**config.mk**
```make
export PLATFORM = sky130hd
export DESIGN_NAME = uart_rx_fifo
export DESIGN_NICKNAME = d
export VERILOG_FILES = /design/src/rtl/robin_uart_pkg.sv /design/src/rtl/robin_sync_fifo.sv /design/src/rtl/uart_rx_fifo.sv
export SDC_FILE = /design/constraint.sdc
export NUM_CORES = 1
export LEC_CHECK = 0
export BUFFER_PORTS_ARGS = -buffer_cell sky130_fd_sc_hd__clkbuf_2
export CAP_MARGIN = 15
export CORE_AREA = 4 4 111 155
export DETAILED_ROUTE_END_ITERATION = 10
export DIE_AREA = 0 0 115 159
export GPL_TIMING_DRIVEN = 0
export RECOVER_POWER = 100
export SLEW_MARGIN = 20
export SYNTH_ARGS = -nofsm -noshare
export SYNTH_HDL_FRONTEND = slang
export SYNTH_HIERARCHICAL = 1
export SYNTH_SLANG_ARGS = --single-unit
```
**constraint.sdc**
```tcl
create_clock -name CLK -period 3.71 [get_ports CLK]
set_input_delay 0.742 -clock CLK [delete_from_list [all_inputs] [get_ports CLK]]
set_output_delay 0.742 -clock CLK [all_outputs]
set_load 0.1 [all_outputs]
```
**src/rtl/robin_uart_pkg.sv**
```systemverilog
// Shared UART receive types and baud-timing helpers; no logic, no latency.
// Consumed by uart_rx_fifo for the FSM encoding and cycles-per-bit constants.
package robin_uart_pkg;

   localparam int BYTE_W = 8;

   typedef enum logic [1:0] {
      ST_IDLE,
      ST_START,
      ST_DATA,
      ST_STOP
   } rx_state_t;

   function automatic int calc_cpb(input int clk_hz, input int baud);
      return clk_hz / baud;
   endfunction

   function automatic int calc_half(input int clk_hz, input int baud);
      return calc_cpb(clk_hz, baud) / 2;
   endfunction

endpackage

```
**src/rtl/robin_sync_fifo.sv**
```systemverilog
// First-word-fall-through FIFO, 2**AW entries; a push shows at head one cycle later.
// A push while full is ignored unless a pop lands in the same cycle; a pop while empty is ignored.
module robin_sync_fifo #(
   parameter int WIDTH = 8,
   parameter int AW    = 4
) (
   input  logic             clk,
   input  logic             rst,
   input  logic             push,
   input  logic [WIDTH-1:0] push_data,
   input  logic             pop,
   output logic [WIDTH-1:0] head,
   output logic [AW:0]      count,
   output logic             full,
   output logic             empty
);

   localparam int DEPTH = 1 << AW;

   logic [WIDTH-1:0] mem [DEPTH];
   logic [AW-1:0]    wr_ptr;
   logic [AW-1:0]    rd_ptr;
   logic             do_push;
   logic             do_pop;

   assign empty   = (count == '0);
   assign full    = (count == (AW+1)'(DEPTH));
   assign do_pop  = pop && !empty;
   // When full, a same-cycle pop frees the slot at wr_ptr (== rd_ptr) for the new byte.
   assign do_push = push && (!full || do_pop);
   assign head    = empty ? '0 : mem[rd_ptr];

   always_ff @(posedge clk) begin
      if (rst) begin
         wr_ptr <= '0;
         rd_ptr <= '0;
         count  <= '0;
      end else begin
         if (do_push) wr_ptr <= wr_ptr + AW'(1);
         if (do_pop)  rd_ptr <= rd_ptr + AW'(1);
         case ({do_push, do_pop})
            2'b10:   count <= count + (AW+1)'(1);
            2'b01:   count <= count - (AW+1)'(1);
            default: count <= count;
         endcase
      end
   end

   always_ff @(posedge clk) begin
      if (do_push) mem[wr_ptr] <= push_data;
   end

endmodule

```
**src/rtl/uart_rx_fifo.sv**
```systemverilog
// 8N1 UART receiver into a FWFT byte FIFO; stop bit sampled HALF+9*CPB cycles after rx_s falls, VALID the cycle after.
// The line cannot be stalled: a byte arriving to a full FIFO with no same-cycle READ is dropped and OVERRUN pulses.
module uart_rx_fifo
   import robin_uart_pkg::*;
#(
   parameter int CLK_HZ  = 12000000,
   parameter int BAUD    = 115200,
   parameter int FIFO_AW = 4
) (
   input  logic              CLK,
   input  logic              RST,
   input  logic              RX,
   output logic [BYTE_W-1:0] DATA,
   output logic              VALID,
   input  logic              READ,
   output logic [FIFO_AW:0]  COUNT,
   output logic              FRAMING_ERR,
   output logic              OVERRUN
);

   localparam int CPB  = calc_cpb(CLK_HZ, BAUD);
   localparam int HALF = calc_half(CLK_HZ, BAUD);
   localparam int CW   = $clog2(CPB);
   localparam logic [CW-1:0] CNT_LAST = CW'(CPB - 1);
   localparam logic [CW-1:0] CNT_MID  = CW'(HALF - 1);

   logic              rx_m;
   logic              rx_s;
   rx_state_t         state;
   rx_state_t         state_n;
   logic [CW-1:0]     cnt;
   logic [CW-1:0]     cnt_n;
   logic [2:0]        idx;
   logic [2:0]        idx_n;
   logic [BYTE_W-1:0] shreg;
   logic [BYTE_W-1:0] shreg_n;
   logic              push;
   logic              ferr_n;
   logic              full;
   logic              empty;

   // Idle-high reset value keeps a reset release from looking like a start edge.
   always_ff @(posedge CLK) begin
      if (RST) begin
         rx_m <= 1'b1;
         rx_s <= 1'b1;
      end else begin
         rx_m <= RX;
         rx_s <= rx_m;
      end
   end

   always_ff @(posedge CLK) begin
      if (RST) begin
         state       <= ST_IDLE;
         cnt         <= '0;
         idx         <= '0;
         shreg       <= '0;
         FRAMING_ERR <= 1'b0;
         OVERRUN     <= 1'b0;
      end else begin
         state       <= state_n;
         cnt         <= cnt_n;
         idx         <= idx_n;
         shreg       <= shreg_n;
         FRAMING_ERR <= ferr_n;
         OVERRUN     <= push && full && !(READ && !empty);
      end
   end

   always_comb begin
      state_n = state;
      cnt_n   = cnt + CW'(1);
      idx_n   = idx;
      shreg_n = shreg;
      push    = 1'b0;
      ferr_n  = 1'b0;
      case (state)
         ST_IDLE: begin
            cnt_n = '0;
            if (!rx_s) state_n = ST_START;
         end
         ST_START: begin
            if (cnt == CNT_MID) begin
               cnt_n = '0;
               idx_n = '0;
               state_n = rx_s ? ST_IDLE : ST_DATA;
            end
         end
         ST_DATA: begin
            // LSB arrives first, so each new bit enters at the top and walks down.
            if (cnt == CNT_LAST) begin
               cnt_n   = '0;
               shreg_n = {rx_s, shreg[BYTE_W-1:1]};
               idx_n   = idx + 3'd1;
               if (idx == 3'd7) state_n = ST_STOP;
            end
         end
         ST_STOP: begin
            if (cnt == CNT_LAST) begin
               cnt_n   = '0;
               state_n = ST_IDLE;
               push    = rx_s;
               ferr_n  = !rx_s;
            end
         end
         default: state_n = ST_IDLE;
      endcase
   end

   robin_sync_fifo #(
      .WIDTH (BYTE_W),
      .AW    (FIFO_AW)
   ) u_fifo (
      .clk       (CLK),
      .rst       (RST),
      .push      (push),
      .push_data (shreg),
      .pop       (READ),
      .head      (DATA),
      .count     (COUNT),
      .full      (full),
      .empty     (empty)
   );

   assign VALID = !empty;

endmodule

```
# Word level (Yosys, flattened, before mapping)
# Memories as Yosys holds them, arrays and structs flattened. A register that Yosys moved wholly into a read port is not among the register bits.
# Cells that the tools add are included.
# classes
bitwise,2
n_reduce_logical,18
add_sub_neg,6
mux,21
eq_ne,14
# ops
cell,n
$pmux 7 s3,1
$mux 7,2
$mux 2,6
$ne 2x2->1 const B,5
$pmux 5 s2,1
$add 4x1->4 const B,2
$mux 4,2
$mux 8,1
$pmux 2 s4,1
$add 7x1->7 const B,1
$eq 7x6->1 const B,1
$eq 7x7->1 const B,1
$eq 2x2->1 const B,3
$mux 3,2
$pmux 3 s2,1
$add 5x1->5 const B,1
$eq 5x5->1 const B,1
$logic_not 5->1,1
$reduce_and 5->1,1
$sub 5x1->5 const B,1
$eq 2x1->1 const B,2
$logic_and 1x1->1,4
$logic_not 1->1,4
$mux 1,4
other kinds (10),12
# totals
register_bits,37
memories,1
ramBits,128
# memory_table
memory,words,width,rd,rd_clocked_by_memory_dff,write_ports,line_no,rtl
u_fifo.mem,16,8,1,1,1,robin_sync_fifo.sv:20,logic [WIDTH-1:0] mem [DEPTH];

# Logic depth before layout (Yosys ltp)
# Gate-level depths: netlist of run 1.
# logic_depth
ltp_word,7
depth_mapped,14

# Hierarchy
# The synthesis of run 1 kept the hierarchy.
# by_module_without_submodules
mod,instances,area_per_inst_um2,cells_per_inst,seq_area_each_um2
robin_sync_fifo,1,5964.5,332,4184.0
uart_rx_fifo,1,1043.5,116,480.5

# Worst setup path after synthesis of run 1
# OpenSTA, ideal clock, no wires.
# synth_timing
path_kind,register to output
from,register u_fifo.count[0]
to,output port DATA[0]
required_time_ps,2968
path_stages_with_launch,5
arrival_time_ps,3784
setup_slack_ps,-816
cell_sequence,dfxtp_1 -> or4_4 -> buf_6 -> nor2_1 -> a211oi_1
# synth_between
elab_chain_cells,2
# synth_lines
element,line_no,rtl
"start, declared",robin_sync_fifo.sv:13,"output logic [AW:0] count,"
"start signal, assigned",robin_sync_fifo.sv:42,2'b10: count <= count + (AW+1)'(1);
"start signal, assigned",robin_sync_fifo.sv:43,2'b01: count <= count - (AW+1)'(1);
"start signal, assigned",robin_sync_fifo.sv:44,default: count <= count;
$logic_not 5->1,robin_sync_fifo.sv:26,assign empty = (count == '0);
named net empty,uart_rx_fifo.sv:40,logic empty;
$mux 8,robin_sync_fifo.sv:31,assign head = empty ? '0 : mem[rd_ptr];
"end, declared",uart_rx_fifo.sv:13,"output logic [BYTE_W-1:0] DATA,"
# The timed path passes the listed nets, and every way through them passes these cells.

==> results.toml, run 1 <==
[setup_path]
critPathLaunchType = "flop"
critical_path_arrival_ps = 2810
critPathMaxFanout = 10
end_kind = "primary output"
cp.required_ps = 2970
path_cells = "buf_2 > buf_2 > buf_2 > mux4_2 > mux2i_1 > a211oi_1 > buf_2"
max_stage_delay_ps = 480
critPathMostFrequentCell = "buf_2"
cp_slowest_cell = "buf_2"
criticalPathCategory = "flop to primary output"

[timing]
setup_tns_ps = 0
drv_slew = 0
finalCritPeriodShare = 0.957
hold_violations = 0
fmax_ghz = 0.282
slew_headroom = 0.227
post-route-min-period_ps = 3550
worst_slack_ps = 159
whs_ps = 416
grt_setup_unrepaired = "false"
worst_pin_slew_ps = 1160
finalClockSkew_ps = 8.63
setup_viol = 0

[clock_tree]
clkTransAtPathRegs_ps = 70
cts_setup_buffers = 0
cts.sinks = 169
clk_latency_ps = 410
ctsLongestPathBuffers = 2
cts_root_buf = "clkbuf_16"
cts_made_buffers = 17
cts_tree = "built"
cts_max_level = 4

[placed_design]
port_buffers = 19
dp_worst_setup_slack_ps = 276
place_hpwl_mm = 9.03
place_area_um2 = 7390
gp_congestion = 0.820
place_inst = 667

[drt]
firstDrtPassIters = 7
drt_wl_total_mm = 13.1
wl_per_cell_um = 18.8
drtAntennaViolNets = 0
via_per_inst = 5.53
drt_iter0_drc = 201
num_vias = 3863
drc = 0

[floorplanning]
io_pins = 20
placementRows = 54
initial_core_util = 0.447
core_region_area_um2 = 15700
die_y_um = 159
dieArea_um2 = 18300
die_x_um = 115

[logic_synthesis]
async_flop_share = 0
synthesis.nets = 464
synth_edf_count = 128
ys_seq_elements = 169
syn_area_per_cell_um2 = 15.6
netlist_area_um2 = 7010
ys.flop_type = "edfxtp_1"
ys_types = 56
synthCells = 448
ys_seq_area_frac = 0.666
ys.warnings.count = 6

[global_route]
use_met3 = 0.0323
grt_util_met2 = 0.247
antenna_found_initial = 0
grt_pass1_wl_mm = 21.0
gr-total-overflow = 0
busiest_layer = "met2"
grt_pass1_vias = 3877
gr-usage-met1 = 0.198
track_usage = 0.151
grt_max_degree = 19

[cells_and_area]
fin_cells = 699
drive_above_1_share = 0.199
multi_input_area_um2 = 2100
final_cell_mix = "edfxtp_1, dfxtp_1, mux4_2"
antenna_cells = 0
nets = 506
fill_cells = 1367
final_area_um2 = 7900
final_util = 0.504
seqCellArea_um2 = 4660
final_common_cell = "edfxtp_1"
area_delta_synth_final_pct = 12.7

[run]
max-cap-violations = 0

[pwr]
total_power_mw = 5.60
powerDensity_nw_per_um2 = 709
p_leak_nw = 2.63
ir_worst_vdd_mv = 0.996

[run_status]
outcome = "finished, final reports clean"

[worst_hold_path]
hold_path.class = "flop to flop"
==> layer usage <==
layer / share of wire / vias up
met2: 0.52 / 67
met5: 0 / -
met1: 0.43 / 1958
met4: 0.019 / 0
met3: 0.032 / 15
li1: - / 1823
==> critical path, delay by kind of cell (launching register included) <==
family	cells	cell delay (ps)
buffers and inverters	4	1390
multiplexers	2	360
AO/OA/AOI/OAI	1	340
flip-flops	1	300
==> Yosys cell counts, drive strengths merged (3+ instances only) <==
cell type / count / area (µm²)
a211oi: 17 / 128
a21oi: 12 / 60.1
and2: 4 / 25.0
and3: 7 / 53.8
buf: 17 / 108
clkbuf: 10 / 38.8
dfxtp: 41 / 821
edfxtp: 128 / 3840
ha: 11 / 138
inv: 17 / 63.8
mux2i: 12 / 120
mux4: 32 / 721
nand2: 20 / 75.1
nand2b: 5 / 31.3
nand3: 13 / 65.1
nand4: 4 / 31.3
nor2: 21 / 78.8
nor2b: 10 / 62.6
nor3: 9 / 45.0
nor3b: 4 / 35.0
nor4: 6 / 37.5
o2111ai: 3 / 26.3
o21a: 4 / 30.0
o21ai: 5 / 43.8
or2: 4 / 25.0
xnor2: 4 / 35.0
xor2: 5 / 43.8
==> sequential cells by signal, indices dropped and copies added (netlist names), 3 cells and up, named ones only <==
register	flops
shreg	8
u_fifo/count	5
cnt	7
u_fifo/mem	128
idx	3
u_fifo/wr_ptr	4
u_fifo/rd_ptr	4
==> what timing repair did <==
item / CTS / global route
hold buffers: 0 / 0
gates resized for setup: 1 / 5
pin swaps: 0 / 0
setup endpoints to repair: 2 / 5
==> power breakdown <==
group          internal [mW]  leakage (nW)  total, mW  switching [mW]
clock network          0.952         0.281       1.71           0.760
registers               2.05          1.52       2.09          0.0421
logic                  0.449         0.836       1.80            1.35
total                   3.45          2.63       5.60            2.15
==> cells by family after synthesis <==
group | count (synthesis) | share of synthesized area
flip-flops | 169 | 0.666
XOR/XNOR | 9 | 0.0112
AND/OR/NAND/NOR | 114 | 0.0900
multiplexers | 44 | 0.120
buffers and inverters | 44 | 0.0300
AO/OA/AOI/OAI | 56 | 0.0607
adder cells (fa/ha/maj) | 12 | 0.0225
==> final cells by class <==
cell class | instances | area share
sequential | 169 | 0.590
multi-input combinational | 235 | 0.266
clock buffer | 17 | 0.0538
tap | 196 | 0.0310
clock inverter | 15 | 0.0203
buffer | 27 | 0.0171
timing repair buffer | 23 | 0.0130
inverter | 17 | 0.00808
==> final timing paths <==
path,cells past startpoint,slack (ps),endpoint,startpoint
max,7,160,DATA[0],flop
min,1,420,rx_s$_SDFF_PP1_,rx_m$_SDFF_PP1_
max reg2reg,13,220,u_fifo/count[4]$_SDFFE_PP0P_,cnt[0]$_SDFF_PP0_
min reg2reg,1,420,rx_s$_SDFF_PP1_,rx_m$_SDFF_PP1_
(Power assumes the default switching activity.)
==> run 2: changes to the inputs <==
--- a/config.mk
+++ b/config.mk
@@ -6,10 +6,9 @@
 export NUM_CORES = 1
 export LEC_CHECK = 0
 export BUFFER_PORTS_ARGS = -buffer_cell sky130_fd_sc_hd__clkbuf_2
-export CAP_MARGIN = 15
-export CORE_AREA = 4 4 111 155
+export CORE_AREA = 4 4 135 188
 export DETAILED_ROUTE_END_ITERATION = 10
-export DIE_AREA = 0 0 115 159
+export DIE_AREA = 0 0 139 192
 export GPL_TIMING_DRIVEN = 0
 export RECOVER_POWER = 100
 export SLEW_MARGIN = 20
==> run 2 against run 1 <==
Effect of this change:
- clock skew barely moved
- sequential power hardly changed
- critical path depth down 1
- routed wire length is 6.8% higher
- clock-buffer cell count unchanged
- fmax rose by 0.71%
- critical path type unchanged
==> results.toml, run 2 (synthesis results as in run 1) <==
[clock_tree]
cts_made_buffers = 17
ctsLongestPathBuffers = 2
clkTransAtPathRegs_ps = 60
cts_max_level = 4
cts.sinks = 169
clk_latency_ps = 420
cts_root_buf = "clkbuf_16"
cts_tree = "built"

[global_route]
grt_pass1_vias = 4100
track_usage = 0.110
antenna_found_initial = 0
grt_max_degree = 19
gr-total-overflow = 0
grt_pass1_wl_mm = 22.4

[cells_and_area]
area_delta_synth_final_pct = 14.1
fin_cells = 813
reg.largest.list = "u_fifo/mem (128), shreg (8), cnt (7)"
nets = 506
final_cell_mix = "edfxtp_1, dfxtp_1, mux4_2"
antenna_cells = 0
final_common_cell = "edfxtp_1"
top_register = "u_fifo/mem"
drive_above_1_share = 0.191
largest_reg_flops = 128

[drt]
firstDrtPassIters = 4
drt_wl_total_mm = 14.0
top_layer_used = "met4"
wl_met2_mm = 7.39
via_per_inst = 4.79
drtAntennaViolNets = 0
met1Wirelength_mm = 5.83
drt_iter0_drc = 278
drc = 0
wl_per_cell_um = 17.2
route.met3.wl_um = 578
num_vias = 3895

[setup_path]
end_kind = "primary output"
ff2ff_path_depth = 14
critPathMaxFanout = 10
critPathLaunchType = "flop"
critical_path_arrival_ps = 2780
criticalPathCategory = "flop to primary output"
cp.required_ps = 2970

[timing]
hold_violations = 0
worst_pin_slew_ps = 1170
finalClockSkew_ps = 8.41
post-route-min-period_ps = 3530
fmax_ghz = 0.284
slew_headroom = 0.227
drv_slew = 0
grt_setup_unrepaired = "false"
worst_slack_ps = 184
finalCritPeriodShare = 0.950
setup_viol = 0

[placed_design]
dp_worst_setup_slack_ps = 307
place_hpwl_mm = 9.58
place_inst = 781
port_buffers = 19
gp_congestion = 0.861

[floorplanning]
die_y_um = 192
initial_core_util = 0.294
core_region_area_um2 = 23800
die_x_um = 139
placementRows = 67
io_pins = 20
dieArea_um2 = 26700

[pwr]
ir_worst_vdd_mv = 1.17
sw_frac_of_total = 0.390
power_frac_clock = 0.290
power_switching_mw = 2.16
pwr-share-comb = 0.331
seqPwrFrac = 0.378
p_leak_nw = 2.61
p_int_mw = 3.38
powerDensity_nw_per_um2 = 692

[worst_hold_path]
hold_path.class = "flop to flop"
hold_depth = 1

[run]
max-cap-violations = 0

[run_status]
outcome = "finished, final reports clean"
[run 2: cell count changes in the layout (fill, tap and decap cells not counted), moves of 2 or more]
| cell | before | now |
|---|---|---|
| clkbuf_2 | 9 | 13 |
| buf_2 | 13 | 7 |
| buf_4 | 1 | 3 |
| clkinv_1 | 1 | 3 |
| clkbuf_1 | 22 | 24 |
[run 2: power by group through the flow]
stage | clock, mW | sequential (mW) | combinational [mW]
6_report | 1.61 | 2.09 | 1.83
2_1_floorplan | 0 | 2.29 | 1.38
5_1_grt | 1.72 | 2.10 | 1.95
3_3_place_gp | 0 | 2.13 | 1.83
4_1_cts | 1.64 | 2.09 | 1.87
3_5_place_dp | 0 | 2.13 | 1.87
[run 2: layout make-up]
cell class                      instances  area, µm²
Fill cell                            2310      15800
Multi-Input combinational cell        235       2100
Tap cell                              310        388
Timing Repair Buffer                   23        100
Inverter                               17       63.8
Clock inverter                         15        115
Buffer                                 27        139
Clock buffer                           17        425
Sequential cell                       169       4660
[run 2: worst paths after layout]
| check | start | end | slack, ps |
|---|---|---|---|
| min | rx_m$_SDFF_PP1_ | rx_s$_SDFF_PP1_ | 410 |
| max reg2reg | cnt[0]$_SDFF_PP0_ | u_fifo/count[4]$_SDFFE_PP0P_ | 240 |
| max | flop | DATA[5] | 180 |
| min reg2reg | rx_m$_SDFF_PP1_ | rx_s$_SDFF_PP1_ | 410 |
[run 2: stage by stage]
step	TNS [ps]	instance area, µm²	hold slack (ps)	util	power [mW]
2_1_floorplan	-6530	7010	389	-	3.67
3_3_place_gp	0	7490	394	0.315	3.96
3_5_place_dp	0	7540	398	0.317	4.00
4_1_cts	0	8080	413	0.340	5.61
5_1_grt	0	8000	424	0.336	5.76
6_report	0	8000	408	0.336	5.53
[run 2: timing repair]
item                       in CTS  in global routing
hold buffers                    0                  0
setup endpoints to repair       0                  2
setup buffers                   0                  0
gates resized for setup         0                  1
[run 2: critical path: stages, from the launching register on]
cell and delay [ps]:
dfxtp_1 310, clkbuf_2 190, clkbuf_1 580, mux4_2 410, a211oi_1 380, a211oi_1 100
clkbuf_2 410
[run 2: layer usage]
layer,vias up,track usage
li1,1823,-
met1,1982,0.131
met4,0,0.0407
met2,80,0.195
met3,10,0.0219
met5,-,0
==> run 3: changes to the inputs <==
--- a/config.mk
+++ b/config.mk
@@ -5,10 +5,11 @@
 export SDC_FILE = /design/constraint.sdc
 export NUM_CORES = 1
 export LEC_CHECK = 0
+export ABC_AREA = 1
 export BUFFER_PORTS_ARGS = -buffer_cell sky130_fd_sc_hd__clkbuf_2
-export CORE_AREA = 4 4 135 188
+export CORE_AREA = 4 4 136 190
 export DETAILED_ROUTE_END_ITERATION = 10
-export DIE_AREA = 0 0 139 192
+export DIE_AREA = 0 0 140 194
 export GPL_TIMING_DRIVEN = 0
 export RECOVER_POWER = 100
 export SLEW_MARGIN = 20
==> constraint.sdc (replaced) <==
create_clock -name CLK -period 3.5 [get_ports CLK]
set_input_delay 0.7 -clock CLK [delete_from_list [all_inputs] [get_ports CLK]]
set_output_delay 0.7 -clock CLK [all_outputs]
set_load 0.1 [all_outputs]
==> run 3 against run 2 <==
Effect of this change:
- hold slack improved by 1.2 ps
- sequential power increased by 2%
- area after synthesis increased by 2.3%
- final cell count increased by 28%
- synthesized cell count increased by 52%
- design area increased by 2.4%
- sequential cell count unchanged
- utilization increased by 0.57 points
- register-to-register slack improved by 230 ps
- first-iteration DRC count increased by 7.2%
- critical endpoint is now DATA[1]
- largest power group unchanged
==> results.toml, run 3 <==
[run_status]
outcome = "finished, final reports clean"

[floorplanning]
core_region_area_um2 = 24000
die_y_um = 194
placementRows = 67
initial_core_util = 0.299
io_pins = 20
dieArea_um2 = 27200
die_x_um = 140

[logic_synthesis]
synth_top_area_share = 0.536
ys.flop_type = "edfxtp_1"
synth_edf_count = 128
ys_seq_elements = 169
ys_types = 30
ys_top_cells_by_count = "nand2_1, edfxtp_1, nand3_1, nor2_1, dfxtp_1"
ys_seq_area_frac = 0.650
netlist_area_um2 = 7170
synthCells = 681
synthesis.nets = 697
synth.largest_area_cell = "edfxtp_1"
async_flop_share = 0
syn_area_per_cell_um2 = 10.5
yosys.cell_count.top_type = "nand2_1"
ys.warnings.count = 6
synth_area_leaders = "edfxtp_1, dfxtp_1, nand2_1"

[placed_design]
place_area_um2 = 7650
port_buffers = 19
place_hpwl_mm = 11.1
dp_worst_setup_slack_ps = 669
gp_congestion = 0.810

[setup_path]
critPathMaxFanout = 10
critPathLaunchType = "flop"
end_kind = "primary output"
cp.required_ps = 2800
criticalPathCategory = "flop to primary output"
critical_path_arrival_ps = 2400

[timing]
setup_viol = 0
grt_setup_unrepaired = "false"
setup_tns_ps = 0
fmax_ghz = 0.322
hold_violations = 0
worst_pin_slew_ps = 1170
slew_headroom = 0.226
finalCritPeriodShare = 0.886
post-route-min-period_ps = 3100
drv_slew = 0
worst_slack_ps = 399
finalClockSkew_ps = 11.7

[cells_and_area]
area_delta_synth_final_pct = 14.2
seqCellArea_um2 = 4660
largest_reg_flops = 128
final_cell_mix = "nand2_1, edfxtp_1, nand3_1"
top_register = "u_fifo/mem"
reg.largest.list = "u_fifo/mem (128), shreg (8), cnt (7)"
fill_cells = 2443
antenna_cells = 0
final_common_cell = "nand2_1"
final_area_um2 = 8190
multi_input_area_um2 = 2140
drive_above_1_share = 0.107
nets = 735

[drt]
drt_iter0_drc = 298
drc = 0
firstDrtPassIters = 5
via_per_inst = 4.65
drt_wl_total_mm = 15.9
num_vias = 4843
wl_per_cell_um = 15.2
drtAntennaViolNets = 0

[clock_tree]
cts_tree = "built"
clk_latency_ps = 430
cts_setup_buffers = 0
cts.sinks = 169
cts_root_buf = "clkbuf_16"
cts_made_buffers = 17
ctsLongestPathBuffers = 2
cts-resized-gates = 0
cts_hold_buf = 0
clkTransAtPathRegs_ps = 70
cts_max_level = 4

[pwr]
powerDensity_nw_per_um2 = 492
p_leak_nw = 3.04
ir_worst_vdd_mv = 0.331

[global_route]
gr-total-overflow = 0
grt_pass1_vias = 4812
antenna_found_initial = 0
track_usage = 0.120
grt_max_degree = 19
grt_pass1_wl_mm = 25.3

[run]
max-cap-violations = 0

[worst_hold_path]
hold_path.class = "flop to flop"
-- run 3: cell types whose count changed after synthesis, moves of 9 or more --
| cell | before | now |
|---|---|---|
| mux4_2 | 32 | 0 |
| nor2_1 | 21 | 47 |
| a21oi_1 | 12 | 33 |
| nand2_1 | 20 | 195 |
| a211oi_1 | 17 | 0 |
| mux2i_1 | 12 | 0 |
| nand3_1 | 13 | 119 |
| inv_1 | 16 | 25 |
| nor2b_1 | 10 | 0 |
-- run 3: layout make-up --
cell class	count	share of cell area
sequential	169	0.570
multi-input combinational	452	0.261
clock buffer	18	0.0536
tap	310	0.0474
buffer	28	0.0240
clock inverter	14	0.0194
inverter	32	0.0148
timing repair buffer	19	0.0102
-- run 3: worst paths after layout --
path | to | slack [ps] | from | cells after the start
worst max-delay path | DATA[1] | 400 | flop | 9
worst min-delay path | rx_s$_SDFF_PP1_ | 410 | rx_m$_SDFF_PP1_ | 1
worst max register to register | u_fifo/mem[9][2]$_DFFE_PP_ | 470 | cnt[0]$_SDFF_PP0_ | 11
worst min register to register | rx_s$_SDFF_PP1_ | 410 | rx_m$_SDFF_PP1_ | 1
-- run 3: critical path, cell delays in order (launching register included) --
cell and delay (ps):
dfxtp_1 340, inv_2 200, buf_2 270, nand2_1 80
nand3_1 70, nand3_1 90, nand2_1 130, nand2_1 90
a21oi_1 210, clkbuf_2 490
-- run 3: power by group --
part	internal (mW)	switching, mW
clock	1.09	0.796
combinational	0.00450	0.0114
sequential	2.13	0.00167
total	3.22	0.809
-- run 3: cells by family after synthesis --
logic type                 Yosys count  synth area share
DFF                                169             0.650
and+or+nand+nor                    389             0.241
AOI/OAI and AO/OA                   43            0.0316
xor gates and xnor gates             8           0.00977
buffers and inverters               60            0.0455
adders and majority gates           12            0.0220
-- run 3: metal layers --
metal  vias to the layer above  global-route usage  routed length (µm)
li1                       2410                   -                   -
met1                      2309               0.138                6660
met2                       107               0.219                8330
met3                        17              0.0244                 631
met4                         0              0.0417                 255
met5                         -                   0                   0
-- run 3: stage by stage --
step                hold WS (ps)  utilization  power (mW)  instances
CTS                          411        0.344        4.07       1042
finish                       410        0.342        4.03       1042
detailed placement           398        0.319        2.19       1010
floorplan                    389            -        2.18        681
global placement             391        0.319        2.19       1010
global route                 417        0.342        4.15       1042
